`config.mk`:
```
export PLATFORM = sky130hd
export DESIGN_NAME = mem_bus_xbar
export DESIGN_NICKNAME = d
export VERILOG_FILES = /design/src/rtl/mem_bus_xbar_pkg.sv /design/src/rtl/mem_bus_xbar_rr_arb.sv /design/src/rtl/mem_bus_xbar.sv
export SDC_FILE = /design/constraint.sdc
export NUM_CORES = 2
export LEC_CHECK = 0
export BUFFER_PORTS_ARGS = -buffer_cell sky130_fd_sc_hd__buf_2
export CAP_MARGIN = 10
export CORE_AREA = 2 2 318 320
export CTS_CLUSTER_SIZE = 16
export DETAILED_ROUTE_END_ITERATION = 8
export DIE_AREA = 0 0 320 322
export PLACE_DENSITY_LB_ADDON = 0.3
export SETUP_SLACK_MARGIN = 0.3
export SLEW_MARGIN = 20
export SYNTH_ARGS = -nofsm -noshare
export SYNTH_HDL_FRONTEND = slang
export SYNTH_HIERARCHICAL = 1
export SYNTH_SLANG_ARGS = --single-unit
```
`constraint.sdc`:
```
create_clock -name clk -period 14.2 [get_ports clk]
set_input_delay 0.71 -clock clk [delete_from_list [all_inputs] [get_ports clk]]
set_output_delay 0.71 -clock clk [all_outputs]
set_load 0.01 [all_outputs]
```
`src/rtl/mem_bus_xbar_pkg.sv`:
```
// Shared definitions for the memory bus crossbar: slave FSM states, index-width helper and
// the address-window decoder.
package mem_bus_xbar_pkg;

    localparam logic S_IDLE = 1'b0;
    localparam logic S_BUSY = 1'b1;

    localparam int unsigned MAX_PORTS = 8;
    localparam int unsigned MAX_AW    = 64;

    typedef struct packed {
        logic [MAX_PORTS-1:0] match;
        logic                 err;
    } dec_result_t;

    function automatic int unsigned idx_width(input int unsigned n);
        return (n > 1) ? $clog2(n) : 1;
    endfunction

    // Windows are inclusive; scanning downward leaves the lowest matching slave as the winner.
    function automatic dec_result_t decode(
        input logic [MAX_AW-1:0]                  addr,
        input logic [MAX_PORTS-1:0][MAX_AW-1:0]   start_addr,
        input logic [MAX_PORTS-1:0][MAX_AW-1:0]   end_addr,
        input int unsigned                        nb_slave
    );
        dec_result_t r;
        r.match = '0;
        r.err   = 1'b1;
        for (int s = int'(MAX_PORTS) - 1; s >= 0; s--) begin
            if (s < int'(nb_slave) && start_addr[s] <= addr && addr <= end_addr[s]) begin
                r.match    = '0;
                r.match[s] = 1'b1;
                r.err      = 1'b0;
            end
        end
        return r;
    endfunction

endpackage

```
`src/rtl/mem_bus_xbar_rr_arb.sv`:
```
// Round-robin arbiter: rotate the request vector by the pointer, take the lowest set bit,
// then rotate the winning position back into master index space.
module mem_bus_xbar_rr_arb
    import mem_bus_xbar_pkg::*;
#(
    parameter int unsigned N  = 3,
    parameter int unsigned IW = idx_width(N)
) (
    input  logic [N-1:0]  req,
    input  logic [IW-1:0] ptr,
    output logic [N-1:0]  gnt,
    output logic [IW-1:0] idx,
    output logic          valid
);

    localparam int NI = int'(N);

    logic [N-1:0] rot;
    int           pos;

    always_comb begin
        rot   = '0;
        pos   = 0;
        valid = 1'b0;
        for (int i = 0; i < NI; i++) begin
            rot[i] = req[(i + int'(ptr)) % NI];
        end
        for (int i = 0; i < NI; i++) begin
            if (rot[i] && !valid) begin
                valid = 1'b1;
                pos   = i;
            end
        end
        idx = IW'((pos + int'(ptr)) % NI);
        gnt = '0;
        if (valid) begin
            gnt[idx] = 1'b1;
        end
    end

endmodule

```
`src/rtl/mem_bus_xbar.sv`:
```
// Request/response crossbar between NB_MASTER masters and NB_SLAVE targets with runtime address
// windows, per-slave round-robin arbitration and one outstanding transaction per slave.
module mem_bus_xbar
    import mem_bus_xbar_pkg::*;
#(
    parameter int unsigned NB_MASTER  = 3,
    parameter int unsigned NB_SLAVE   = 3,
    parameter int unsigned ADDR_WIDTH = 32,
    parameter int unsigned DATA_WIDTH = 32
) (
    input  logic                                  clk,
    input  logic                                  rst,
    input  logic [NB_MASTER-1:0]                  m_req_i,
    input  logic [NB_MASTER-1:0][ADDR_WIDTH-1:0]  m_addr_i,
    input  logic [NB_MASTER-1:0]                  m_we_i,
    input  logic [NB_MASTER-1:0][DATA_WIDTH/8-1:0] m_be_i,
    input  logic [NB_MASTER-1:0][DATA_WIDTH-1:0]  m_wdata_i,
    output logic [NB_MASTER-1:0]                  m_gnt_o,
    output logic [NB_MASTER-1:0]                  m_rvalid_o,
    output logic [NB_MASTER-1:0][DATA_WIDTH-1:0]  m_rdata_o,
    output logic [NB_MASTER-1:0]                  m_err_o,
    output logic [NB_SLAVE-1:0]                   s_req_o,
    output logic [NB_SLAVE-1:0][ADDR_WIDTH-1:0]   s_addr_o,
    output logic [NB_SLAVE-1:0]                   s_we_o,
    output logic [NB_SLAVE-1:0][DATA_WIDTH/8-1:0] s_be_o,
    output logic [NB_SLAVE-1:0][DATA_WIDTH-1:0]   s_wdata_o,
    input  logic [NB_SLAVE-1:0]                   s_gnt_i,
    input  logic [NB_SLAVE-1:0]                   s_rvalid_i,
    input  logic [NB_SLAVE-1:0][DATA_WIDTH-1:0]   s_rdata_i,
    input  logic [NB_SLAVE-1:0][ADDR_WIDTH-1:0]   start_addr_i,
    input  logic [NB_SLAVE-1:0][ADDR_WIDTH-1:0]   end_addr_i
);

    localparam int unsigned MW = idx_width(NB_MASTER);

    logic [MAX_PORTS-1:0][MAX_AW-1:0]     start_w, end_w;
    logic [NB_MASTER-1:0][NB_SLAVE-1:0]   dec_match;
    logic [NB_MASTER-1:0]                 dec_err, req_eff;
    logic [NB_MASTER-1:0]                 pending_q, pending_d, err_q, err_d;
    logic [NB_SLAVE-1:0]                  state_q, state_d;
    logic [NB_SLAVE-1:0][MW-1:0]          owner_q, owner_d, rr_q, rr_d;
    logic [NB_SLAVE-1:0][NB_MASTER-1:0]   slv_req, slv_gnt;
    logic [NB_SLAVE-1:0][MW-1:0]          win_idx;
    logic [NB_SLAVE-1:0]                  win_valid, accept;

    always_comb begin
        start_w = '0;
        end_w   = '0;
        for (int s = 0; s < int'(NB_SLAVE); s++) begin
            start_w[s] = MAX_AW'(start_addr_i[s]);
            end_w[s]   = MAX_AW'(end_addr_i[s]);
        end
    end

    // A pending master is invisible to arbitration and to the decode-error path.
    always_comb begin
        dec_result_t res;
        res       = '0;
        dec_match = '0;
        dec_err   = '0;
        req_eff   = m_req_i & ~pending_q;
        for (int m = 0; m < int'(NB_MASTER); m++) begin
            res          = decode(MAX_AW'(m_addr_i[m]), start_w, end_w, NB_SLAVE);
            dec_match[m] = res.match[NB_SLAVE-1:0];
            dec_err[m]   = res.err;
        end
    end

    always_comb begin
        slv_req = '0;
        for (int s = 0; s < int'(NB_SLAVE); s++) begin
            for (int m = 0; m < int'(NB_MASTER); m++) begin
                slv_req[s][m] = req_eff[m] & dec_match[m][s];
            end
        end
    end

    for (genvar gs = 0; gs < NB_SLAVE; gs++) begin : g_arb
        mem_bus_xbar_rr_arb #(
            .N  (NB_MASTER),
            .IW (MW)
        ) u_arb (
            .req   (slv_req[gs]),
            .ptr   (rr_q[gs]),
            .gnt   (slv_gnt[gs]),
            .idx   (win_idx[gs]),
            .valid (win_valid[gs])
        );
    end

    always_comb begin
        s_req_o   = '0;
        s_addr_o  = '0;
        s_we_o    = '0;
        s_be_o    = '0;
        s_wdata_o = '0;
        accept    = '0;
        for (int s = 0; s < int'(NB_SLAVE); s++) begin
            if (state_q[s] == S_IDLE && win_valid[s]) begin
                s_req_o[s]   = 1'b1;
                s_addr_o[s]  = m_addr_i[win_idx[s]];
                s_we_o[s]    = m_we_i[win_idx[s]];
                s_be_o[s]    = m_be_i[win_idx[s]];
                s_wdata_o[s] = m_wdata_i[win_idx[s]];
            end
            accept[s] = s_req_o[s] & s_gnt_i[s];
        end
    end

    always_comb begin
        m_gnt_o    = req_eff & dec_err;
        m_rvalid_o = err_q;
        m_err_o    = err_q;
        m_rdata_o  = '0;
        for (int s = 0; s < int'(NB_SLAVE); s++) begin
            if (accept[s]) begin
                m_gnt_o = m_gnt_o | slv_gnt[s];
            end
            if (state_q[s] == S_BUSY && s_rvalid_i[s]) begin
                m_rvalid_o[owner_q[s]] = 1'b1;
                m_rdata_o[owner_q[s]]  = s_rdata_i[s];
            end
        end
    end

    always_comb begin
        state_d   = state_q;
        owner_d   = owner_q;
        rr_d      = rr_q;
        for (int s = 0; s < int'(NB_SLAVE); s++) begin
            if (state_q[s] == S_IDLE) begin
                if (accept[s]) begin
                    state_d[s] = S_BUSY;
                    owner_d[s] = win_idx[s];
                    rr_d[s]    = (int'(win_idx[s]) + 1 >= int'(NB_MASTER)) ? '0
                                                                           : win_idx[s] + MW'(1);
                end
            end else if (s_rvalid_i[s]) begin
                state_d[s] = S_IDLE;
            end
        end
        pending_d = (pending_q & ~m_rvalid_o) | m_gnt_o;
        err_d     = req_eff & dec_err;
    end

    always_ff @(posedge clk or posedge rst) begin
        if (rst) begin
            state_q   <= '0;
            owner_q   <= '0;
            rr_q      <= '0;
            pending_q <= '0;
            err_q     <= '0;
        end else begin
            state_q   <= state_d;
            owner_q   <= owner_d;
            rr_q      <= rr_d;
            pending_q <= pending_d;
            err_q     <= err_d;
        end
    end

endmodule

```
==> impl_results.md <==
- P_leak: 14.5 nW
- Count leader, synth: ha_1
- H-tree levels: 1
- Yosys cell types: 72
- Drt total wl: 131000 um
- CTS tree: built
- Top-area cell type share of the netlist area: 0.340
- Fin Setup TNS: 0 ps
- Clk_lat worst skew: 250 ps
- Total CTS buffers: 3
- Clock network fraction of total power: 0.015
- Sink Count: 21
- Pwr dens: 149 mW/mm^2
- First-pass DRT Iterations: 6
- WL per Instance: 25.1 um
- FFs w/ async S/R, synth: 1.00
- Placed instance area: 0.0275 mm^2
- Die Width: 320 um
- Initial core utilization: 0.219
- Syn nets: 4262
- Final setup skew: 2.63 ps
- Rows: 116
- Max cap viols: 0
- Synth Warn #: 6
- WP data required: 13490 ps
- Seq pwr share: 0.026
- Slew headroom: 0.202
- Min cycle time layout: 9140 ps
- Die Area: 0.103 mm^2
- Yosys reg bits: 21
- Max clock buf depth: 2
- Io pins: 821
- Drc violations: 0
- Nets: 4987
- Clk root buf: clkbuf_16
- Final Hold Fails: 0
- Cell taking the most area after synthesis: ha_1
- Post-route cell area: 0.0276 mm^2
- Worst Path Max Fanout: 57
- Die Ht: 322 um
- Reg clk slew, reported paths: 60 ps
- Hold Worst Slack: 529 ps
- Total net switching power: 0.00266 W
- Total power: 0.00411 W
- Total Routing Usage GR: 0.239
- Initial drt markers: 2243
- Fmax: 109 MHz
- Vias in the first global route: 25473
- Slew Limit Fails: 0
- Status: completed
- Startpoint types: primary input
- Core box area: 0.0996 mm^2
- Dpl hpwl: 110000 um
- Comb pwr share: 0.959
- Hold crit path type: flop to flop
- Detailed-route via count: 27390
- Worst-Margin Slew: 1190 ps
- Post-route ant nets: 0
- Sequential fraction of the synthesis area: 0.0241
- RSZ-0062 raised after global routing: no
- Syn Std Cell Area: 0.0218 mm^2
- Post-synth top cells: ha_1 (593), nor2_1 (540), a21oi_1 (477), inv_1 (242), mux2i_1 (216)
- Setup violations, final: 0
- Hold buffers post-CTS: 0
- Period utilization: 0.643
- GPL Wtd Cong: 0.986
- Pin count of the biggest net entering global routing: 65
- CP arrival: 8430 ps
- Post-cts gate resize count: 0
- Initial antenna violation count: 50
- GRT overflow: 0
- Top_reg_cell synth: dfrtp_1
- IO buf count: 820
- First-pass GRT wire length: 183000 um
- P_int: 0.00145 W
- Postcts setup bufs: 0
- Max IR drop VDD: 0.164 mV
- EDFF count, synth: 0
- Critical path type: primary input to primary output
- Net Sw Frac: 0.648
- Top area cells in the synthesized netlist: ha_1 (34%), a21oi_1 (11%), mux2i_1 (9.9%), nor2_1 (9.3%), inv_1 (4.2%)
- Critical Path Sink Type: primary output
- Avg Cell Area, Syn: 6.91 um^2
- Mapped Cells: 3160
- Area Growth Syn to Fin: 26.4%
- Fraction of layout instances using a drive strength above 1: 0.236
- DR vias/cell: 5.26
## registers in the layout, indices dropped and copies added, names as in the netlist
register	cells
m_err_o	3
owner_q	6
pending_q	3
rr_q	6
state_q	3
## area by class of cell
| class | instances | area, um^2 |
|---|---|---|
| inverters | 242 | 913 |
| repair buffers | 856 | 4370 |
| multi-input cells | 2761 | 20000 |
| diodes | 30 | 75.1 |
| clock buffers | 3 | 75.1 |
| flip-flops and latches | 21 | 526 |
| fillers | 11264 | 72000 |
| well taps | 1298 | 1620 |
| clock inverters | 1 | 5.00 |
## worst max-delay path: stages
cell,delay (ps)
buf_2,300
inv_1,170
ha_1,310
nand4_1,180
nor4_1,940
nor2b_1,220
o31ai_1,370
nand4_1,460
nor3_1,440
mux2i_1,160
o22ai_2,260
nor2b_1,170
ha_1,140
inv_1,50
fa_1,480
nand2b_1,130
inv_1,60
ha_1,270
o21ai_1,70
o21a_1,130
inv_2,230
nor2b_4,580
buf_4,670
a21oi_1,380
nor2_1,220
buf_2,160
## logic make-up (layout without fill, tap and decap cells)
group,Yosys count,in the layout,share of synthesized area
flip-flops,21,21,0.0241
buffers and inverters,378,1102,0.0650
AND/OR/NAND/NOR,1099,1099,0.234
adder cells (fa/ha/maj),596,596,0.342
XOR/XNOR,3,3,0.00189
AO/OA/AOI/OAI,844,844,0.232
other,0,30,0
multiplexers,219,219,0.101
## power groups by stage
stage	sequential [W]	clock, W	combinational [W]
2_1_floorplan	0.000100	0	0.00246
3_3_place_gp	0.000108	0	0.00392
3_5_place_dp	0.000109	0	0.00392
4_1_cts	0.000108	0.0000628	0.00394
5_1_grt	0.000112	0.0000648	0.00426
6_report	0.000109	0.0000614	0.00394
## routing by layer
metal / up-vias / track usage / routed length, um
met3: 190 / 0.0458 / 10500
met1: 12835 / 0.311 / 55600
met5: - / 0 / 184
met4: 32 / 0.0769 / 4330
met2: 1211 / 0.396 / 60400
li1: 13122 / - / -
## worst paths after layout
path,startpoint,endpoint,slack (ps),cells past startpoint
worst min register to register,owner_q[0],owner_q[0],530,2
min in group asynchronous,rst,owner_q[3],640,2
worst min-delay path,owner_q[0],owner_q[0],530,2
max in group asynchronous,rst,m_err_o[2],13000,2
worst max register to register,pending_q[0],pending_q[0],9160,19
worst max-delay path,m_addr_i[0],s_addr_o[34],5060,26
## metrics by stage
step	utilization	setup slack [ps]	instances
2_1_floorplan	-	7590	3160
3_3_place_gp	0.276	5280	5178
3_5_place_dp	0.276	5240	5178
4_1_cts	0.277	5230	5182
5_1_grt	0.277	4910	5200
6_report	0.277	5060	5212
## cells in the final DEF, fill, tap and decap left out, types with 11 or more instances in the layout
cell / count
a21o_1: 21
a21oi_1: 477
a221oi_1: 60
a22oi_1: 66
and2_1: 14
and4_1: 19
buf_2: 820
buf_4: 36
dfrtp_1: 21
diode_2: 30
ha_1: 593
inv_1: 239
mux2i_1: 216
nand2_1: 199
nand2b_1: 11
nand3_1: 55
nand4_1: 118
nor2_1: 540
nor2b_1: 29
nor3_1: 17
nor4_1: 36
o211ai_1: 17
o21ai_0: 104
Power figures use the tool's default switching activity.
